[src/rtl/fifo_reader_pkg.sv]
// Shared types for the FIFO stream reader: FSM state encoding and occupancy width.
package fifo_reader_pkg;

    localparam int OCC_W = 2;

    typedef enum logic [1:0] {
        IDLE  = 2'd0,
        RUN   = 2'd1,
        FLUSH = 2'd2
    } state_e;

endpackage

[src/rtl/fifo_reader_skid.sv]
// Two-entry output buffer that absorbs the FIFO's read latency; entry 0 is the head.
module fifo_reader_skid
    import fifo_reader_pkg::*;
#(
    parameter int WIDTH = 8
) (
    input  logic             clk,
    input  logic             rst_n,
    input  logic             clr,
    input  logic             wr,
    input  logic [WIDTH-1:0] wr_data,
    input  logic             pop,
    output logic [OCC_W-1:0] occ,
    output logic [WIDTH-1:0] head
);

    logic [1:0][WIDTH-1:0] entry_q, entry_d;
    logic [OCC_W-1:0]      occ_q, occ_d;
    logic [OCC_W-1:0]      wr_pos;
    logic                  accept;

    always_comb begin
        // The new word lands behind whatever survives this cycle's pop.
        wr_pos = occ_q - OCC_W'(pop);
        accept = wr && !clr && (wr_pos < OCC_W'(2));

        entry_d = entry_q;
        if (pop) begin
            entry_d[0] = entry_q[1];
        end
        if (accept) begin
            entry_d[wr_pos[0]] = wr_data;
        end

        if (clr) begin
            occ_d = '0;
        end else begin
            occ_d = occ_q + OCC_W'(accept) - OCC_W'(pop);
        end
    end

    always_ff @(posedge clk) begin
        if (!rst_n) begin
            occ_q   <= '0;
            entry_q <= '0;
        end else begin
            occ_q   <= occ_d;
            entry_q <= entry_d;
        end
    end

    assign occ  = occ_q;
    assign head = entry_q[0];

endmodule

[src/rtl/fifo_stream_reader.sv]
// Drains a generic FIFO onto a valid/ready stream with a per-burst m_last marker.
// Define FIFO_READER_CNT_EN to add the word_cnt accepted-word counter output.
module fifo_stream_reader
    import fifo_reader_pkg::*;
#(
    parameter int WIDTH = 8,
    parameter int BURST = 4
) (
    input  logic             clk,
    input  logic             rst_n,
    input  logic             en,
    input  logic             flush,
    input  logic             fifo_empty,
    input  logic [WIDTH-1:0] fifo_dout,
    output logic             fifo_rd_en,
    output logic             m_valid,
    output logic [WIDTH-1:0] m_data,
    output logic             m_last,
    input  logic             m_ready,
    output logic             busy
`ifdef FIFO_READER_CNT_EN
    ,
    output logic [15:0]      word_cnt
`endif
);

    localparam logic [7:0] LAST_IDX = 8'(BURST - 1);

    state_e           state_q, state_d;
    logic             inflight_q, inflight_d;
    logic [7:0]       cnt_q, cnt_d;
    logic [OCC_W-1:0] occ;
    logic             pop;
    logic [2:0]       used;

    fifo_reader_skid #(
        .WIDTH (WIDTH)
    ) u_skid (
        .clk     (clk),
        .rst_n   (rst_n),
        .clr     (flush),
        .wr      (inflight_q),
        .wr_data (fifo_dout),
        .pop     (pop),
        .occ     (occ),
        .head    (m_data)
    );

    always_ff @(posedge clk) begin
        if (!rst_n) begin
            state_q <= IDLE;
        end else begin
            state_q <= state_d;
        end
    end

    always_comb begin
        state_d = state_q;
        if (flush) begin
            state_d = FLUSH;
        end else begin
            case (state_q)
                IDLE:    if (en) state_d = RUN;
                RUN:     if (!en && !busy) state_d = IDLE;
                FLUSH:   state_d = en ? RUN : IDLE;
                default: state_d = IDLE;
            endcase
        end
    end

    always_comb begin
        m_valid = (occ != '0);
        pop     = m_valid && m_ready;
        busy    = m_valid || inflight_q;
        m_last  = m_valid && (cnt_q == LAST_IDX);
        // Reserve a slot for every word already fetched, net of the one leaving now.
        used       = 3'(occ) + 3'(inflight_q) - 3'(pop);
        fifo_rd_en = (state_q == RUN) && en && !fifo_empty && (used < 3'd2);
    end

    always_comb begin
        inflight_d = fifo_rd_en;
        cnt_d      = cnt_q;
        if (flush) begin
            cnt_d = '0;
        end else if (pop) begin
            cnt_d = (cnt_q == LAST_IDX) ? 8'd0 : cnt_q + 8'd1;
        end
    end

    always_ff @(posedge clk) begin
        if (!rst_n) begin
            inflight_q <= 1'b0;
            cnt_q      <= '0;
        end else begin
            inflight_q <= inflight_d;
            cnt_q      <= cnt_d;
        end
    end

`ifdef FIFO_READER_CNT_EN
    logic [15:0] wcnt_q, wcnt_d;

    always_comb begin
        wcnt_d = wcnt_q;
        if (flush) begin
            wcnt_d = '0;
        end else if (pop) begin
            wcnt_d = wcnt_q + 16'd1;
        end
    end

    always_ff @(posedge clk) begin
        if (!rst_n) begin
            wcnt_q <= '0;
        end else begin
            wcnt_q <= wcnt_d;
        end
    end

    assign word_cnt = wcnt_q;
`endif

endmodule

[config.mk]
export PLATFORM = sky130hd
export DESIGN_NAME = fifo_stream_reader
export DESIGN_NICKNAME = d
export VERILOG_FILES = /design/src/rtl/fifo_reader_pkg.sv /design/src/rtl/fifo_reader_skid.sv /design/src/rtl/fifo_stream_reader.sv
export SDC_FILE = /design/constraint.sdc
export NUM_CORES = 1
export LEC_CHECK = 0
export CAP_MARGIN = 25
export CORE_ASPECT_RATIO = 1.75
export CORE_MARGIN = 1
export CORE_UTILIZATION = 40
export CTS_CLUSTER_DIAMETER = 120
export CTS_CLUSTER_SIZE = 14
export DETAILED_ROUTE_END_ITERATION = 8
export PLACE_DENSITY = 0.66
export SLEW_MARGIN = 25
export SYNTH_ARGS = -nofsm -noshare
export SYNTH_HDL_FRONTEND = slang
export SYNTH_SLANG_ARGS = --single-unit
[constraint.sdc]
create_clock -name clk -period 2.9 [get_ports clk]
set_input_delay 0.725 -clock clk [delete_from_list [all_inputs] [get_ports clk]]
set_output_delay 0.725 -clock clk [all_outputs]
set_load 0.01 [all_outputs]
== Word-level counts from Yosys, hierarchy flattened ==
Cells that the tools add are included.

* Bitwise gates (word level): 1
* $add $sub $neg: 6
* Reductions and logical operators: 19
* Equality and inequality tests: 7
* Muxes and demuxes: 11
* $lt $le $gt $ge: 4

{| class="wikitable"
|+ Operators with widths
! kind !! count
|-
| 2-to-1 mux 8 bit || 4
|-
| bitwise mux 16 bit || 1
|-
| logical AND 1 bit || 9
|-
| adder 8 x 1 -> 8 bit (second input constant) || 1
|-
| demux 8 bit (select 1 bit) || 1
|-
| == test 8 x 2 -> 1 bit (second input constant) || 1
|-
| 2-to-1 mux 2 bit || 3
|-
| inequality test 3 bit (second input constant) || 2
|-
| case mux 2 bit (3 select lines) || 1
|-
| logical NOT 1 bit || 4
|-
| inequality test 2 bit (second input constant) || 2
|-
| AND reduction 2 bit || 2
|-
| subtractor 2 x 1 -> 2 bit || 2
|-
| adder 2 x 1 -> 3 bit || 1
|-
| less-than comparator 3 x 2 -> 1 bit (second input constant) || 1
|-
| subtractor 3 x 1 -> 3 bit || 1
|-
| adder 2 x 1 -> 2 bit || 1
|-
| == test 2 x 1 -> 1 bit (second input constant) || 1
|-
| == test 2 bit (second input constant) || 1
|-
| logical NOT 2 bit || 1
|-
| less-than comparator 1 x 2 -> 1 bit (second input constant) || 1
|-
| less-than comparator 2 bit (second input constant) || 1
|-
| nonzero test 2 bit || 1
|-
| OR reduction 2 bit || 1
|-
| 4 further kinds || 4
|}

* Bits of input ports: 14
* Flip-flop bits (word level): 29
* Output and inout port bits: 12

== Longest topological paths before layout ==
Gate-level depths: netlist (run 1).

* Depth after elaboration: 9
* Mapped depth: 12
* Mapped depth without buffers: 8

== By module ==
Synthesis (run 1) repeated with hierarchy kept, for this count alone.

* Cells, all modules: 154
* Area, all modules: 1471.4 µm²

{| class="wikitable"
|+ Modules (own cells, without submodules)
! module !! times used !! sequential area each (µm²) !! cells an instance !! area each (µm²)
|-
| fifo_reader_skid || 1 || 360.3 || 95 || 915.9
|-
| fifo_stream_reader || 1 || 220.2 || 59 || 555.5
|}

== Worst setup path before layout (run 1) ==
No wires, ideal clock.

* Path kind: in2reg
* Start point: input m_ready
* End point: register u_skid.entry_q[10] in the netlist's numbering
* Path slack: -131 ps
* Required time: 2784 ps
* Cell stages on the path: 11
* Path buffers: 3
* Arrival time: 2915 ps
* Cell sequence: and3b_1 > clkbuf_1 > inv_1 > ha_1 > or3b_1 > buf_6 > inv_1 > ha_1 > clkbuf_1 > mux2i_1 > nor2b_1

* Word-level cells in the longest chain between the ends: 7

{| class="wikitable"
|+ Ends and longest elaborated chain
! item !! line !! source
|-
| start: declaration || fifo_stream_reader.sv:19 || <nowiki>input logic m_ready,</nowiki>
|-
| logical AND 1 bit (*) || fifo_stream_reader.sv:73 || <nowiki>pop = m_valid && m_ready;</nowiki>
|-
| subtractor 2 x 1 -> 2 bit (*) || fifo_reader_skid.sv:24 || <nowiki>wr_pos = occ_q - OCC_W'(pop);</nowiki>
|-
| less-than comparator 1 x 2 -> 1 bit (implied by the code) or greater-or-equal comparator 1 bit (tied branches) || fifo_reader_skid.sv:32 || <nowiki>entry_d[wr_pos[0]] = wr_data;</nowiki>
|-
| logical AND 1 bit (implied by the code) || fifo_reader_skid.sv:32 ||
|-
| 2-to-1 mux 8 bit (implied by the code) || fifo_reader_skid.sv:32 ||
|-
| demux 8 bit (select 1 bit) || - ||
|-
| bitwise mux 16 bit || fifo_reader_skid.sv:32 ||
|-
| end signal: assignment || fifo_reader_skid.sv:48 || <nowiki>entry_q <= entry_d;</nowiki>
|-
| end: declaration || fifo_reader_skid.sv:17 || <nowiki>logic [1:0][WIDTH-1:0] entry_q, entry_d;</nowiki>
|}

Mark *: on every way between the ends. The rest lies on a longest branch, timed or not.
A chain may end at the register's enable or synchronous reset.

== Final worst setup path (run 1) ==
* Start point: input m_ready
* End point: output fifo_rd_en

* Word-level cells in the longest chain between the ends: 4

{| class="wikitable"
|+ Ends and longest elaborated chain
! item !! line !! source
|-
| logical AND 1 bit || fifo_stream_reader.sv:73 ||
|-
| subtractor 3 x 1 -> 3 bit || fifo_stream_reader.sv:77 || <nowiki>used = 3'(occ) + 3'(inflight_q) - 3'(pop);</nowiki>
|-
| less-than comparator 3 x 2 -> 1 bit || fifo_stream_reader.sv:78 || <nowiki>fifo_rd_en = (state_q == RUN) && en && !fifo_empty && (used < 3'd2);</nowiki>
|-
| logical AND 1 bit || fifo_stream_reader.sv:78 ||
|-
| end: declaration || fifo_stream_reader.sv:15 || <nowiki>output logic fifo_rd_en,</nowiki>
|}

No other way between the ends.

==> results.cfg, run 1 <==
[timing]
layout_min_cycle_time_ns = 2.78
clock_skew_ns = 0.00244
final-hold-violation-count = 0
max_freq_mhz = 360
fin_crit_sh = 0.957
relSlewSlack = 0.485
setup_viol = 0
worst_pin_slew_ns = 0.767
setup_ws_ns = 0.124
slew_viol_final = 0
rsz0062_at_grt = no

[floorplanning]
die_y_um = 80.6
die_area_sq_mm = 0.00378
dieWidth_um = 46.9
rows = 28
initial_core_util = 0.420
design.core.area_sq_mm = 0.00336
ios = 26

[setup_path]
worstSetupStartpoint = m_ready
cp_num_cells = 8
arrival_ns = 2.05
timing_worst_setup_path_type = in -> out
critPathMaxStageDelay_ns = 0.49
critical_path.cell_chain = buf_6 -> and3b_1 -> or2_4 -> nand2_2 -> fa_1 -> nand4b_1 -> nor3_2 -> buf_2
path_max_fanout = 6
ff2ff_setup_slack_ns = 0.51
r2r_end = u_skid.entry_q[11]
r2r_start = u_skid.occ[0]
critPathBufInv = 2
crit_family = simple AND/OR/NAND/NOR gates
worstPathRequired_ns = 2.17
slowest_stage = fa_1
end_kind = primary output
reg2reg_depth = 11
cp-endpoint = fifo_rd_en
critPathLaunchType = input port

[place]
hpwl_um = 2150
place_congestion = 0.769
numPortBuffers = 25
dp_slack_ns = -0.837

[detailed_routing]
num_vias = 1207
drt_iter0_drc = 33
wl_per_cell_um = 13.5
drc_errors = 0
dr.pass1.iters = 4
wirelength_um = 3070
viasPerCell = 5.32
ant_nets = 0

[clock_tree]
clock_path_buffers = 2
cts_setup_buffers = 0
cts_num_sinks = 29
cts_tree = yes
cts_buffers = 5
htreeDepth = 2
insertion_delay_ns = 0.28
clkTransAtPathRegs_ns = 0.06
root_buffer = clkbuf_8

[global_route]
track_usage = 0.191
antenna_found_initial = 0
grt_remaining_overflow = 0
grt_pass1_wl_um = 5190
grt_pass1_vias = 1165
grt_max_degree = 19

[power]
peakVddDrop_uv = 308
powerDensity_mw_per_mm2 = 479
p_leak_nw = 0.625
total_power_uw = 872

[min_path]
hold_path_depth = 1
hold_path.class = reg -> reg

[run]
maxCapViolCount = 0

[yosys]
synth.net_count = 175
ys_ff_latch = 29
yosysSeqAreaShare = 0.411
yosysUniqueCellTypes = 38
synth.avg_cell_area_sq_um = 9.00
syn_inst = 157
ys_warn_count = 0
syn_area_sq_mm = 0.00141

[finish]
final_common_cell = dfxtp_1
fin_nets = 199
n_fill_cell = 343
drive_gt1_frac = 0.148
diodes = 0
syn_to_final_growth_pct = 29.1
final_cell_mix = 29 x dfxtp_1, 23 x clkdlybuf4s50_1, 20 x nand2_1

[run_status]
status = finished clean
==> worst reg2reg max path: cells and delay by family, from the launching register on <==
family / cells / cell delay (ns)
multiplexers: 1 / 0.21
AND/OR/NAND/NOR: 3 / 0.69
flip-flops: 1 / 0.33
adder cells (fa/ha/maj): 2 / 0.47
buffers and inverters: 5 / 0.59
==> through the flow <==
step           cells  utilization  hold WS, ns  cell area [sq um]  setup TNS (ns)
6_report         227        0.542        0.436               1820               0
5_1_grt          227        0.542        0.485               1820               0
4_1_cts          227        0.540        0.441               1820               0
3_5_place_dp     219        0.503        0.433               1690           -6.82
3_3_place_gp     219        0.503        0.416               1690           -6.26
2_1_floorplan    157            -        0.408               1420               0
==> synth_stat cells, drive strengths merged <==
cell type	instances	area share
dfxtp	29	0.41
nand2	21	0.056
buf	12	0.066
nor2b	9	0.040
a31oi	8	0.035
mux2i	8	0.057
o41ai	8	0.050
a21oi	7	0.025
clkbuf	6	0.016
inv	4	0.011
nor2	4	0.011
or3	4	0.019
ha	3	0.027
o21ai	3	0.011
o31ai	3	0.016
or4	3	0.016
and2	2	0.0089
nand3	2	0.0071
nor3	2	0.0071
o211ai	2	0.011
or2	2	0.0089
xnor2	2	0.012
xor2	2	0.012
a211oi	1	0.0053
a31o	1	0.0062
and3	1	0.0044
and3b	1	0.0062
fa	1	0.014
nand2b	1	0.0044
nand4	1	0.0044
nand4b	1	0.0062
nor4b	1	0.0062
o21a	1	0.0053
or3b	1	0.0062
==> timing repair <==
item                       in CTS  in global routing
hold endpoints to repair        0                  0
hold buffers                    0                  0
resized for setup              14                  1
setup endpoints to repair      18                  2
pin swaps                       4                  2
==> how the worst min path moves through the flow <==
stage / from / end / slack [ns]
after global routing: state_q[1] / state_q[0] / 0.49
after detailed placement: state_q[1] / state_q[0] / 0.43
after global placement: state_q[1] / state_q[0] / 0.42
final: state_q[1] / state_q[0] / 0.44
after CTS: state_q[1] / state_q[0] / 0.44
after floorplan: state_q[1] / state_q[0] / 0.41
==> power breakdown <==
part,switching [mW],internal [mW],leakage [nW]
clock,0.150,0.280,0.0585
combinational,0.0156,0.0255,0.332
sequential,0.00123,0.401,0.234
total,0.167,0.706,0.625
==> flip-flops by register name, indices dropped and copies added, names as in the netlist <==
name and count:
inflight_q 1, state_q 2, u_skid.head 8, u_skid.occ 2
u_skid.entry_q 8, cnt_q 8
==> routing by layer <==
metal | track usage | vias to the layer above | share of wire
met5 | 0 | - | 0
met4 | 0.0971 | 0 | 0.022
met3 | 0.0517 | 6 | 0.035
met2 | 0.313 | 23 | 0.53
met1 | 0.217 | 575 | 0.42
li1 | - | 603 | -
==> kinds of logic (layout without fill, tap and decap cells) <==
family,count (synthesis),in the layout,synth area share
AOI/OAI and AO/OA,34,34,0.164
DFF,29,29,0.411
and+or+nand+nor,56,56,0.211
adders and majority gates,4,4,0.0407
muxes,8,8,0.0567
xor gates and xnor gates,4,4,0.0248
buffers and inverters,22,47,0.0921
==> layout make-up <==
cell class	instances	area, sq um	share of cell area
clock buffers	7	86.3	0.0474
clock inverters	1	30.0	0.0165
inverters	4	15.0	0.00824
multi-input cells	106	721	0.395
flip-flops and latches	29	581	0.318
well taps	45	56.3	0.0309
repair buffers	35	334	0.183
Power figures use the tool's default switching activity.
==> inputs of run 2 (changes only) <==
--- a/config.mk
+++ b/config.mk
@@ -8,11 +8,11 @@
 export CAP_MARGIN = 25
 export CORE_ASPECT_RATIO = 1.75
 export CORE_MARGIN = 1
-export CORE_UTILIZATION = 40
+export CORE_UTILIZATION = 46
 export CTS_CLUSTER_DIAMETER = 120
 export CTS_CLUSTER_SIZE = 14
 export DETAILED_ROUTE_END_ITERATION = 8
-export PLACE_DENSITY = 0.66
+export PLACE_DENSITY = 0.74
 export SLEW_MARGIN = 25
 export SYNTH_ARGS = -nofsm -noshare
 export SYNTH_HDL_FRONTEND = slang
==> run 2 against run 1 <==
- critical path type unchanged
- clock-buffer cell count shrank 2
- non-clock buffer count unchanged
- clock power decreased by 2%
- worst setup slack worse by 0.053 ns
- total power is 0.75% lower
- core utilization rose by 7.2 points
- highest routed layer unchanged
- design area is 1.4% lower
- the run now ends with design-rule violations left
- critical path depth unchanged
- die area shrank 13%
==> results.cfg, run 2 (synthesis results as in run 1) <==
[power]
peakVddDrop_uv = 721
total_power_uw = 866
p_leak_nw = 0.617
powerDensity_mw_per_mm2 = 482

[finish]
multi_input_area_sq_um = 714
seq_area_sq_um = 581
final_cell_mix = 29 x dfxtp_1, 23 x clkdlybuf4s50_1, 20 x nand2_1
fin_nets = 199
final_common_cell = dfxtp_1
layout.cells.non_filler = 210
syn_to_final_growth_pct = 27.3
diodes = 0
drive_gt1_frac = 0.148
final_area_sq_mm = 0.00180
n_fill_cell = 263

[timing]
final-hold-violation-count = 0
slew_viol_final = 0
setup_viol = 0
clock_skew_ns = 0.00520
worst_pin_slew_ns = 0.739
rsz0062_at_grt = no
layout_min_cycle_time_ns = 2.83
max_freq_mhz = 353
fin_crit_sh = 0.976
setup_ws_ns = 0.0705
relSlewSlack = 0.504

[place]
hpwl_um = 2200
dp_cells = 202
dp_slack_ns = -0.835
place_congestion = 0.779
numPortBuffers = 25
placed_area_sq_mm = 0.00167

[clock_tree]
clock_path_buffers = 2
insertion_delay_ns = 0.29
cts_buffers = 5
cts_tree = yes
clkTransAtPathRegs_ns = 0.06
cts_num_sinks = 29
root_buffer = clkbuf_8
htreeDepth = 2
postCtsHoldBufs = 0

[setup_path]
r2r_start = u_skid.occ[0]
end_kind = primary output
timing_worst_setup_path_type = in -> out
worstPathRequired_ns = 2.17
path_max_fanout = 6
reg2reg_depth = 11
critPathLaunchType = input port
r2r_end = u_skid.entry_q[10]
ff2ff_setup_slack_ns = 0.56
arrival_ns = 2.10

[floorplanning]
die_area_sq_mm = 0.00331
rows = 26
initial_core_util = 0.482
ios = 26
design.core.area_sq_mm = 0.00293
die_y_um = 75.3
dieWidth_um = 43.9

[min_path]
hp-start = state_q[1]
min_delay_worst_endpoint = state_q[0]
hold_path.class = reg -> reg
hold_path_depth = 1

[detailed_routing]
dr.pass1.iters = 6
wl_per_cell_um = 14.5
ant_nets = 0
num_vias = 1230
viasPerCell = 5.86
drt_iter0_drc = 30
wirelength_um = 3050
drc_errors = 1

[run_status]
failed_checks = design-rule violations
status = finished, violations left

[global_route]
antenna_found_initial = 0
grt_pass1_vias = 1145
track_usage = 0.212
grt_remaining_overflow = 0
grt_max_degree = 19
grt_pass1_wl_um = 5110

[run]
maxCapViolCount = 0
## run 2: power breakdown
part / internal [mW] / total (mW) / switching, mW
Clock: 0.257 / 0.422 / 0.166
Combinational: 0.0261 / 0.0419 / 0.0158
Sequential: 0.400 / 0.402 / 0.00129
## run 2: area by class of cell
cell class                      instances  share of cell area
Timing Repair Buffer                   35               0.188
Sequential cell                        29               0.323
Inverter                                4             0.00835
Clock inverter                          3              0.0257
Tap cell                               28              0.0195
Clock buffer                            5              0.0383
Multi-Input combinational cell        106               0.397
## run 2: worst max path at each step
stage	startpoint	cells past startpoint	endpoint
6_report	m_ready	8	fifo_rd_en
5_1_grt	m_ready	8	fifo_rd_en
4_1_cts	m_ready	8	fifo_rd_en
3_5_place_dp	m_ready	8	fifo_rd_en
3_3_place_gp	m_ready	8	fifo_rd_en
2_1_floorplan	m_ready	7	fifo_rd_en
## run 2: repair_timing
item / in CTS / in global routing
setup buffers: 0 / 0
setup endpoints to repair: 18 / 1
pin swaps: 1 / 5
resized for setup: 9 / 6
## run 2: metrics by stage
step | TNS (ns) | hold WS [ns] | util
final | 0 | 0.446 | 0.614
after global routing | 0 | 0.458 | 0.614
after CTS | 0 | 0.444 | 0.608
after detailed placement | -7.21 | 0.435 | 0.571
after global placement | -6.05 | 0.418 | 0.571
after floorplan | 0 | 0.408 | -
## run 2: routing by layer
metal | track usage | routed length (um) | vias to the layer above
li1 | - | - | 598
met1 | 0.225 | 1230 | 598
met2 | 0.378 | 1630 | 29
met3 | 0.0569 | 126 | 5
met4 | 0.111 | 69 | 0
met5 | 0 | 0 | -
## run 2: critical path: stages
cell	delay, ns
buf_8	0.09
and3b_1	0.18
or2_4	0.13
nand2_2	0.05
fa_1	0.50
nand4b_1	0.10
nor3_2	0.19
buf_2	0.16
==> inputs of run 3 (changes only) <==
--- a/config.mk
+++ b/config.mk
@@ -13,7 +13,7 @@
 export CTS_CLUSTER_SIZE = 14
 export DETAILED_ROUTE_END_ITERATION = 8
 export PLACE_DENSITY = 0.74
-export SLEW_MARGIN = 25
+export SLEW_MARGIN = 0
 export SYNTH_ARGS = -nofsm -noshare
 export SYNTH_HDL_FRONTEND = slang
 export SYNTH_SLANG_ARGS = --single-unit
==> results of run 3 <==
Final layout, timing and power as in run 2 (identical DEF).
